===== src/rtl/cus19_lsu.sv =====
// cus19_lsu: splits a 19-bit LD/ST into three byte accesses (little-endian).
// Optional CUS19_LSU_WRAP_ERR_EN rejects requests that would wrap the address.
module cus19_lsu #(
  parameter int Mem_Addr_Width = 11,
  parameter int Data_Width     = 8,
  parameter int Word_Width     = 19
) (
  input  logic                      clk_in,
  input  logic                      rst_in,
  input  logic                      req_valid_in,
  output logic                      req_ready_out,
  input  logic                      req_wr_in,
  input  logic [Mem_Addr_Width-1:0] req_addr_in,
  input  logic [Word_Width-1:0]     req_wdata_in,
  output logic                      resp_valid_out,
  output logic [Word_Width-1:0]     resp_rdata_out,
  output logic                      resp_err_out,
  output logic                      busy_out,
  output logic                      mem_rd_out,
  output logic [Mem_Addr_Width-1:0] mem_rd_addr_out,
  input  logic [Data_Width-1:0]     mem_rd_data_in,
  output logic                      mem_wr_out,
  output logic [Mem_Addr_Width-1:0] mem_wr_addr_out,
  output logic [Data_Width-1:0]     mem_wr_data_out
);

  localparam int HiW = Word_Width - 2 * Data_Width;

  typedef enum logic [2:0] {
    IDLE,
    B0,
    B1,
    B2,
    RESP
  } state_t;

  state_t                    r_state;
  state_t                    w_next;
  logic [Mem_Addr_Width-1:0] r_addr;
  logic                      r_wr;
  logic [Word_Width-1:0]     r_wdata;
  logic [Word_Width-1:0]     r_rdata;
  logic                      w_accept;
  logic                      w_err;
  logic                      w_in_byte;
  logic [1:0]                w_idx;
  logic [Mem_Addr_Width-1:0] w_addr;
  logic [Data_Width-1:0]     w_wbyte;
  logic                      w_unused;

  assign w_unused = &{1'b0, mem_rd_data_in[Data_Width-1:HiW]};
  assign w_accept = req_valid_in & (r_state == IDLE);

`ifdef CUS19_LSU_WRAP_ERR_EN
  localparam logic [Mem_Addr_Width-1:0] AddrLim =
    {{(Mem_Addr_Width-2){1'b1}}, 2'b01};

  logic r_err;

  assign w_err = req_addr_in > AddrLim;

  always_ff @(posedge clk_in) begin
    if (!rst_in) begin
      r_err <= 1'b0;
    end else if (w_accept) begin
      r_err <= w_err;
    end
  end

  assign resp_err_out = (r_state == RESP) & r_err;
`else
  assign w_err        = 1'b0;
  assign resp_err_out = 1'b0;
`endif

  always_comb begin
    w_next = r_state;
    unique case (r_state)
      IDLE:    if (w_accept) w_next = w_err ? RESP : B0;
      B0:      w_next = B1;
      B1:      w_next = B2;
      B2:      w_next = RESP;
      RESP:    w_next = IDLE;
      default: w_next = IDLE;
    endcase
  end

  always_ff @(posedge clk_in) begin
    if (!rst_in) begin
      r_state <= IDLE;
      r_addr  <= '0;
      r_wr    <= 1'b0;
      r_wdata <= '0;
      r_rdata <= '0;
    end else begin
      r_state <= w_next;
      if (w_accept) begin
        r_addr  <= req_addr_in;
        r_wr    <= req_wr_in;
        r_wdata <= req_wdata_in;
        r_rdata <= '0;
      end
      // Read port is combinational: byte is valid in its own Bk cycle
      if (!r_wr) begin
        unique case (r_state)
          B0: r_rdata[Data_Width-1:0] <= mem_rd_data_in;
          B1: r_rdata[2*Data_Width-1:Data_Width] <= mem_rd_data_in;
          B2: r_rdata[Word_Width-1:2*Data_Width] <= mem_rd_data_in[HiW-1:0];
          default: ;
        endcase
      end
    end
  end

  always_comb begin
    w_in_byte = 1'b0;
    w_idx     = 2'd0;
    w_wbyte   = '0;
    unique case (r_state)
      B0: begin
        w_in_byte = 1'b1;
        w_idx     = 2'd0;
        w_wbyte   = r_wdata[Data_Width-1:0];
      end
      B1: begin
        w_in_byte = 1'b1;
        w_idx     = 2'd1;
        w_wbyte   = r_wdata[2*Data_Width-1:Data_Width];
      end
      B2: begin
        w_in_byte = 1'b1;
        w_idx     = 2'd2;
        w_wbyte   = {{(Data_Width-HiW){1'b0}},
                     r_wdata[Word_Width-1:2*Data_Width]};
      end
      default: ;
    endcase
  end

  assign w_addr = r_addr + {{(Mem_Addr_Width-2){1'b0}}, w_idx};

  assign mem_rd_out      = w_in_byte & ~r_wr;
  assign mem_rd_addr_out = mem_rd_out ? w_addr : '0;
  assign mem_wr_out      = w_in_byte & r_wr;
  assign mem_wr_addr_out = mem_wr_out ? w_addr : '0;
  assign mem_wr_data_out = mem_wr_out ? w_wbyte : '0;

  assign req_ready_out  = (r_state == IDLE);
  assign busy_out       = (r_state != IDLE);
  assign resp_valid_out = (r_state == RESP);
  assign resp_rdata_out = (resp_valid_out & ~r_wr) ? r_rdata : '0;

endmodule

===== config.mk =====
export PLATFORM = sky130hd
export DESIGN_NAME = cus19_lsu
export DESIGN_NICKNAME = d
export VERILOG_FILES = /design/src/rtl/cus19_lsu.sv
export SDC_FILE = /design/constraint.sdc
export NUM_CORES = 1
export LEC_CHECK = 0
export CORE_MARGIN = 2
export CORE_UTILIZATION = 50
export CTS_CLUSTER_DIAMETER = 150
export CTS_CLUSTER_SIZE = 24
export DETAILED_ROUTE_END_ITERATION = 8
export PLACE_DENSITY_LB_ADDON = 0.1
export SETUP_SLACK_MARGIN = 0.1
export SYNTH_ARGS = -nofsm -noshare
export SYNTH_HDL_FRONTEND = slang
export SYNTH_SLANG_ARGS = --single-unit

===== constraint.sdc =====
create_clock -name clk_in -period 4 [get_ports clk_in]
set_input_delay 0.4 -clock clk_in [delete_from_list [all_inputs] [get_ports clk_in]]
set_output_delay 0.4 -clock clk_in [all_outputs]
set_load 0.1 [all_outputs]

# == Yosys cells after proc, flatten, opt, wreduce, memory -nomap -nowiden ==
# Cells that the tools add are included.
# word_totals
register_bits,53
in_bits,42
# classes
add_sub_neg,1
n_eq_ne,5
n_mux,14
n_bitwise,5
n_reduce_logical,3
# op_table
cell,count
$mux W19,3
$mux W8,3
$pmux W8 S3,1
$mux W11,2
$pmux W3 S4,1
$add A11 B2 Y11,1
$eq A3 B2 Y1 const B,2
$mux W3,2
$and A1 B1 Y1,4
$pmux W2 S2,1
$eq A3 B1 Y1 const B,1
$eq A3 B3 Y1 const B,1
$logic_not A3 Y1,1
$reduce_bool A3 Y1,1
$reduce_or A3 Y1,1
$ne A2 B1 Y1 const B,1
$mux W1,1
$not A1 Y1,1

# == Logic depth before layout (Yosys ltp) ==
# Gate-level depths: netlist of run 1.
# depth
word_depth,5
ltp_mapped,9
depth_no_buf,7

# == Worst setup path after synthesis of run 1 ==
# Ideal clock, no wire load.
# synth_timing
path_type,register to output
startpoint,register r_state[1]
endpoint,output port mem_rd_addr_out[10]
t_arrival_ps,3605
t_required_ps,3600
slack_ps,-5
stages_incl_launch_ff,10
path_cell_list,dfxtp_1 > buf_4 > buf_2 > nor3b_1 > ha_1 > inv_1 > fa_1 > nand2b_1 > nor3_1 > mux2i_1
# synth_via
elab_chain_len,5
elab_cells_between_ends,9
classes_between,add/sub: 1; eq/ne: 3; mux: 3; bitwise: 1; reduce/logical: 1
# synth_rtl
element,line_no,source
from (decl),37,state_t r_state;
from (signal assigned),96,r_state <= w_next;
branches (longest 4 deep; another with $add A11 B2 Y11),-,
$mux W11 *,143,assign mem_rd_addr_out = mem_rd_out ? w_addr : '0;
to (decl),20,"output logic [Mem_Addr_Width-1:0] mem_rd_addr_out,"
# Mark *: on every way between the ends.

# == Worst setup path after layout of run 1 ==
# layout_timing
startpoint,register r_state[2]
endpoint,output port mem_wr_addr_out[10]
# layout_via
elab_chain_len,5
elab_cells_between_ends,9
classes_between,add/sub: 1; eq/ne: 3; mux: 3; bitwise: 1; reduce/logical: 1
# layout_rtl
element,line_no,source
branches (longest 4 deep; another with $add A11 B2 Y11),-,
$mux W11 *,145,assign mem_wr_addr_out = mem_wr_out ? w_addr : '0;
to (decl),23,"output logic [Mem_Addr_Width-1:0] mem_wr_addr_out,"
# Marks and branches as above.

==> results.json, run 1 <==
{
  "synth_common_cells": "nand2_1 (82), dfxtp_1 (53), a21boi_1 (50)",
  "fin_area_um2": 3870,
  "clock_sinks": 53,
  "worstSetupEndpointType": "primary output",
  "routed_via_density": 5.19,
  "setup_tns_ns": 0,
  "ys_seq_area_share_pct": 36.2,
  "worst_ep_arrival_time_ns": 2.89,
  "cts_htree_levels": 2,
  "ant_nets": 0,
  "power_density_nw_per_um2": 316,
  "via_count": 2677,
  "syn_area_um2": 2930,
  "period_share_pct": 82.4,
  "clock_latency_ns": 0.30,
  "yosysWarnings": 0,
  "postCtsSetupBuffers": 0,
  "cpMaxStageDelayCell": "dfxtp_1",
  "synth_top_area_cell": "dfxtp_1",
  "netlist_instances": 365,
  "grt_pass1_wl_mm": 11.6,
  "synth_top_area_share_pct": 36.2,
  "core.rowCount": 27,
  "slowest_delay_ns": 0.49,
  "die_height_um": 80.5,
  "wirelength_mm": 7.04,
  "utilization_pct": 69.4,
  "cts_resized": 0,
  "place_area_um2": 3770,
  "dieArea_um2": 6490,
  "finalPower_mw": 1.22,
  "gp_congestion": 0.786,
  "outcome": "complete, no violations",
  "dp_hpwl_mm": 5.34,
  "diodes": 0,
  "worst_pin_slew_ns": 0.969,
  "fin_crit_ns": 3.29,
  "synth-seq-cells": 53,
  "cts_hold_buf": 0,
  "crit_type": "reg2out",
  "crit_chain": "nor3b_1 -> ha_1 -> inv_1 -> fa_1 -> nand2b_1 -> nor3_1 -> mux2i_1 -> buf_12",
  "cts_tree": "done",
  "setup_ws_ns": 0.705,
  "fin_cells": 516,
  "hp-class": "reg2reg",
  "synthTopCellsByArea": "dfxtp_1 (36%), a21boi_1 (13%), nand2_1 (11%), nand3_1 (5.0%), and2_1 (4.3%)",
  "io_pins": 97,
  "die_w_um": 80.5,
  "ys_types": 35,
  "syn_to_final_growth_pct": 32.1,
  "drc": 0,
  "globalRouteOverflowTotal": 0,
  "drive_gt1_share_pct": 16.4,
  "nNetsFinal": 488,
  "drt_iter0_markers": 91,
  "dp.cells": 508,
  "max-slew-margin-rel_pct": 35.2,
  "initial_core_util_pct": 52.5,
  "post-place-ws_ns": 1.01,
  "core_area_um2": 5570,
  "synthArstFlopShare_pct": 0,
  "drv_slew": 0,
  "rsz0062_at_grt": "no",
  "p_leak_nw": 1.50,
  "drt-wirelength-per-cell_um": 13.6,
  "ctsRootBufferMaster": "clkbuf_8",
  "antenna_found_initial": 0,
  "synth_edf_count": 0,
  "grtUsageTotal_pct": 22.6,
  "syn_nets": 410,
  "required_ns": 3.60,
  "ys.flop_type": "dfxtp_1",
  "grt_pass1_vias": 2547,
  "hold_depth": 2,
  "setup_viol": 0,
  "grt_max_degree": 32,
  "fin_skew_ns": 0.00314,
  "port_buffers": 95,
  "crit_fanout": 14,
  "firstDrtPassIters": 5,
  "cts.clk_slew.worst_paths_ns": 0.09,
  "cts_made_buffers": 5,
  "max_freq_mhz": 304,
  "worstSetupStartpointType": "flip-flop",
  "hold_viol_final": 0,
  "clk_path_buf_depth": 2,
  "ir_drop_mv": 0.170,
  "ff2ff_path_depth": 4,
  "synth.most_common_cell": "nand2_1",
  "avgSynthCellArea_um2": 8.02,
  "holdWs_ns": 0.458,
  "maxCapViolCount": 0
}
[sequential cells by signal (all words and copies together) (netlist names)]
signal	flops
r_rdata	19
r_wdata	19
r_addr	11
r_state	3
r_wr	1
[per-layer routing]
| layer | vias up | track usage [%] | wire length [um] |
|---|---|---|---|
| li1 | 1390 | - | - |
| met1 | 1218 | 28.0 | 3130 |
| met2 | 61 | 40.5 | 3570 |
| met3 | 8 | 3.82 | 272 |
| met4 | 0 | 5.59 | 64 |
| met5 | - | 0 | 0 |
[cell families after synthesis]
group | share of synthesized area, %
AOI/OAI and AO/OA | 17.1
xor gates and xnor gates | 0.598
adders and majority gates | 1.54
buffers and inverters | 7.35
DFF | 36.2
muxes | 3.89
other | 0.128
and+or+nand+nor | 33.2
[critical path, delay by kind of cell, from the launching register on]
kind	cells	cell delay, ns
simple gates	3	0.86
mux	1	0.36
flops	1	0.49
buf+inv	2	0.27
fa+ha+maj	2	0.61
[cells in the final DEF (no fill, tap or decap), drive strengths merged, types with 4 or more instances in the layout]
cell	synthesis	final
a22oi	8	8
dfxtp	53	53
mux2i	8	8
buf	22	57
or3	8	8
clkbuf	7	7
nor3	6	6
and2	20	20
nand3b	5	5
a21oi	7	7
nand3	29	29
a21boi	50	50
inv	8	8
clkdlybuf4s50	0	43
o21ai	4	4
nand4	5	5
nor2	17	17
nand2	82	82
[where the power goes]
group | internal [mW] | total [mW] | switching (mW)
combinational | 0.112 | 0.317 | 0.204
sequential | 0.559 | 0.585 | 0.0255
clock | 0.157 | 0.323 | 0.166
total | 0.828 | 1.22 | 0.396
[layout make-up]
type / instances / area (um2)
clock buffers: 7 / 96.3
inverters: 8 / 30.0
multi-input cells: 275 / 1650
clock inverters: 1 / 5.00
well taps: 72 / 90.1
fillers: 507 / 1710
flip-flops and latches: 53 / 1060
repair buffers: 100 / 933
[worst paths after layout]
| kind | endpoint | start | slack (ns) |
|---|---|---|---|
| worst min register to register | r_wdata[17] | r_wdata[17] | 0.46 |
| worst max-delay path | mem_wr_addr_out[10] | r_state[2] | 0.71 |
| worst min-delay path | r_wdata[17] | r_wdata[17] | 0.46 |
| worst max register to register | r_rdata[14] | r_state[2] | 1.75 |
Note: power is estimated with default switching activity, not from simulation.
==> run 2, diff against run 1 <==
CORE_UTILIZATION = 42   (was 50)
clock period = 2.7 ns   (was 4 ns; I/O delays follow)
==> run 2 against run 1 <==
Against the previous run:
- the flow now finishes with violations (negative setup slack)
- first-iteration DRC count up 3.3%
- clock skew up 0.0013 ns
- global-route usage down 1.6 points
- via count up 5.8%
- combinational power up 76%
- clock power up 53%
- highest routed layer unchanged
- sequential power up 48%
- final cell count up 4.1%
- clock-buffer cell count down 2
- register-to-register slack worse by 0.83 ns
==> results.json, run 2 (synthesized netlist as in run 1, its figures left out) <==
{
  "outcome": "complete, but fails checks",
  "violations": "negative setup slack",
  "maxCapViolCount": 0,
  "dp_hpwl_mm": 5.92,
  "hp-class": "reg2reg",
  "grt_pass1_wl_mm": 12.7,
  "firstDrtPassIters": 4,
  "core_area_um2": 6760,
  "power_density_nw_per_um2": 395,
  "drt_iter0_markers": 94,
  "crit_chain": "nor3b_4 -> ha_2 -> inv_2 -> fa_2 -> nand2b_4 -> nor3_4 -> mux2i_4 -> buf_12",
  "diodes": 0,
  "fin_crit_ns": 2.74,
  "fin_skew_ns": 0.00440,
  "wirelength_mm": 7.88,
  "clk_path_buf_depth": 2,
  "via_count": 2833,
  "finalPower_mw": 1.92,
  "antenna_found_initial": 0,
  "max_freq_mhz": 365,
  "ant_nets": 0,
  "grt_max_degree": 30,
  "most-common-layout-cells": "nand2_1 (82), buf_12 (54), a21boi_1 (50), dfxtp_1 (50), clkdlybuf4s50_1 (41)",
  "cts_htree_levels": 2,
  "drv_slew": 0,
  "cts_made_buffers": 5,
  "cp_num_buf_inv": 2,
  "min_to": "r_wdata[2]",
  "required_ns": 2.43,
  "die_w_um": 87.5,
  "syn_to_final_growth_pct": 66.1,
  "crit_type": "reg2out",
  "max-slew-margin-rel_pct": 58.1,
  "reg2reg_from": "r_state[0]",
  "io_pins": 97,
  "cts_hold_buf": 0,
  "hold_depth": 2,
  "hold_viol_final": 0,
  "core.rowCount": 30,
  "drt-wirelength-per-cell_um": 14.7,
  "clock_sinks": 53,
  "reg2reg_setup_slack_ns": 0.92,
  "reg.largest.list": "r_rdata x19, r_wdata x19, r_addr x11",
  "drive_gt1_share_pct": 27.1,
  "ff2ff_path_depth": 6,
  "setup_viol": 4,
  "initial_core_util_pct": 43.4,
  "gp_congestion": 0.781,
  "clock_latency_ns": 0.32,
  "setup_tns_ns": -0.0733,
  "die_height_um": 87.5,
  "grt_pass1_vias": 2673,
  "worst_ep_arrival_time_ns": 2.47,
  "worst_pin_slew_ns": 0.627,
  "reg2reg_to": "r_wdata[17]",
  "nNetsFinal": 501,
  "cp_top_family": "simple AND/OR/NAND/NOR gates",
  "cpMaxStageDelayCell": "fa_2",
  "crit_fanout": 4,
  "p_leak_nw": 1.80,
  "drc": 0,
  "globalRouteOverflowTotal": 0,
  "grtUsageTotal_pct": 21.0,
  "hp-start": "r_wdata[2]",
  "n_fill_cell": 521,
  "period_share_pct": 101,
  "worstSetupStartpointType": "flip-flop",
  "slowest_delay_ns": 0.36,
  "ctsRootBufferMaster": "clkbuf_8",
  "cts.clk_slew.worst_paths_ns": 0.11,
  "final_common_cell": "nand2_1",
  "dieArea_um2": 7660,
  "setup_ws_ns": -0.0368,
  "ir_drop_mv": 0.270,
  "port_buffers": 95,
  "rsz0062_at_grt": "yes",
  "cts_tree": "done",
  "routed_via_density": 5.28,
  "worstSetupEndpointType": "primary output"
}
-- run 2: cell count changes in the layout (fill, tap and decap cells not counted), moves of 4 or more --
cell and delta:
a21oi_1 -7, a21oi_4 +7, buf_12 +48, buf_4 -33, mux2i_1 -8, mux2i_4 +8, nor2_1 -6, nor2_2 +4
nor3_1 -4, nor3_4 +4
-- run 2: worst max path at each step --
stage | from | endpoint | depth (start not counted)
floorplan | r_state[2] | mem_rd_addr_out[7] | 8
global placement | r_state[2] | mem_rd_addr_out[7] | 8
detailed placement | r_state[2] | mem_rd_addr_out[7] | 8
CTS | r_state[0] | mem_rd_addr_out[10] | 8
global route | r_state[0] | mem_rd_addr_out[10] | 8
finish | r_state[0] | mem_rd_addr_out[10] | 8
-- run 2: cell type report --
class / count / area, um2 / share of cell area [%]
Inverter: 8 / 30.0 / 0.617
Sequential cell: 53 / 1060 / 21.9
Tap cell: 80 / 100 / 2.06
Clock buffer: 5 / 68.8 / 1.41
Timing Repair Buffer: 113 / 1630 / 33.4
Multi-Input combinational cell: 275 / 1950 / 40.0
Clock inverter: 3 / 28.8 / 0.592
-- run 2: report_power, final --
group | switching [mW] | internal (mW) | leakage [nW]
logic | 0.339 | 0.219 | 1.32
clock network | 0.298 | 0.195 | 0.0506
registers | 0.0391 | 0.829 | 0.434
total | 0.677 | 1.24 | 1.80
-- run 2: tightest hold or removal path, cell delays in order (launching register included) --
cell	delay [ns]
dfxtp_1	0.32
nand2_1	0.05
a21boi_1	0.05
-- run 2: metal layers --
layer / up-vias / part of all wire (%) / track usage, %
met2: 78 / 50 / 35.0
met5: - / 0 / 0
li1: 1412 / - / -
met1: 1334 / 43 / 27.7
met3: 9 / 5.9 / 4.93
met4: 0 / 1.1 / 4.76
-- run 2: stage by stage --
stage | cell area [um2] | instances | hold WS (ns) | worst slack (ns) | utilization (%)
3_3_place_gp | 4660 | 524 | 0.439 | 0.178 | 68.9
3_5_place_dp | 4660 | 524 | 0.447 | 0.106 | 68.9
4_1_cts | 4830 | 536 | 0.461 | -0.108 | 71.5
6_report | 4860 | 537 | 0.457 | -0.0368 | 72.0
5_1_grt | 4860 | 537 | 0.483 | -0.150 | 72.0
2_1_floorplan | 3170 | 365 | 0.405 | -0.137 | -
-- run 2: repair_timing --
| action | 4_1_cts | 5_1_grt |
|---|---|---|
| pin swaps | 3 | 3 |
| resized for setup | 10 | 5 |
| endpoints found under the hold margin | 0 | 0 |
| endpoints found under the setup margin | 17 | 29 |
| buffers inserted | 4 | 1 |
==> run 3, diff against run 2 <==
CTS_CLUSTER_DIAMETER = 120   (was 150)
==> results of run 3 <==
Final layout, timing and power as in run 2 (identical DEF).
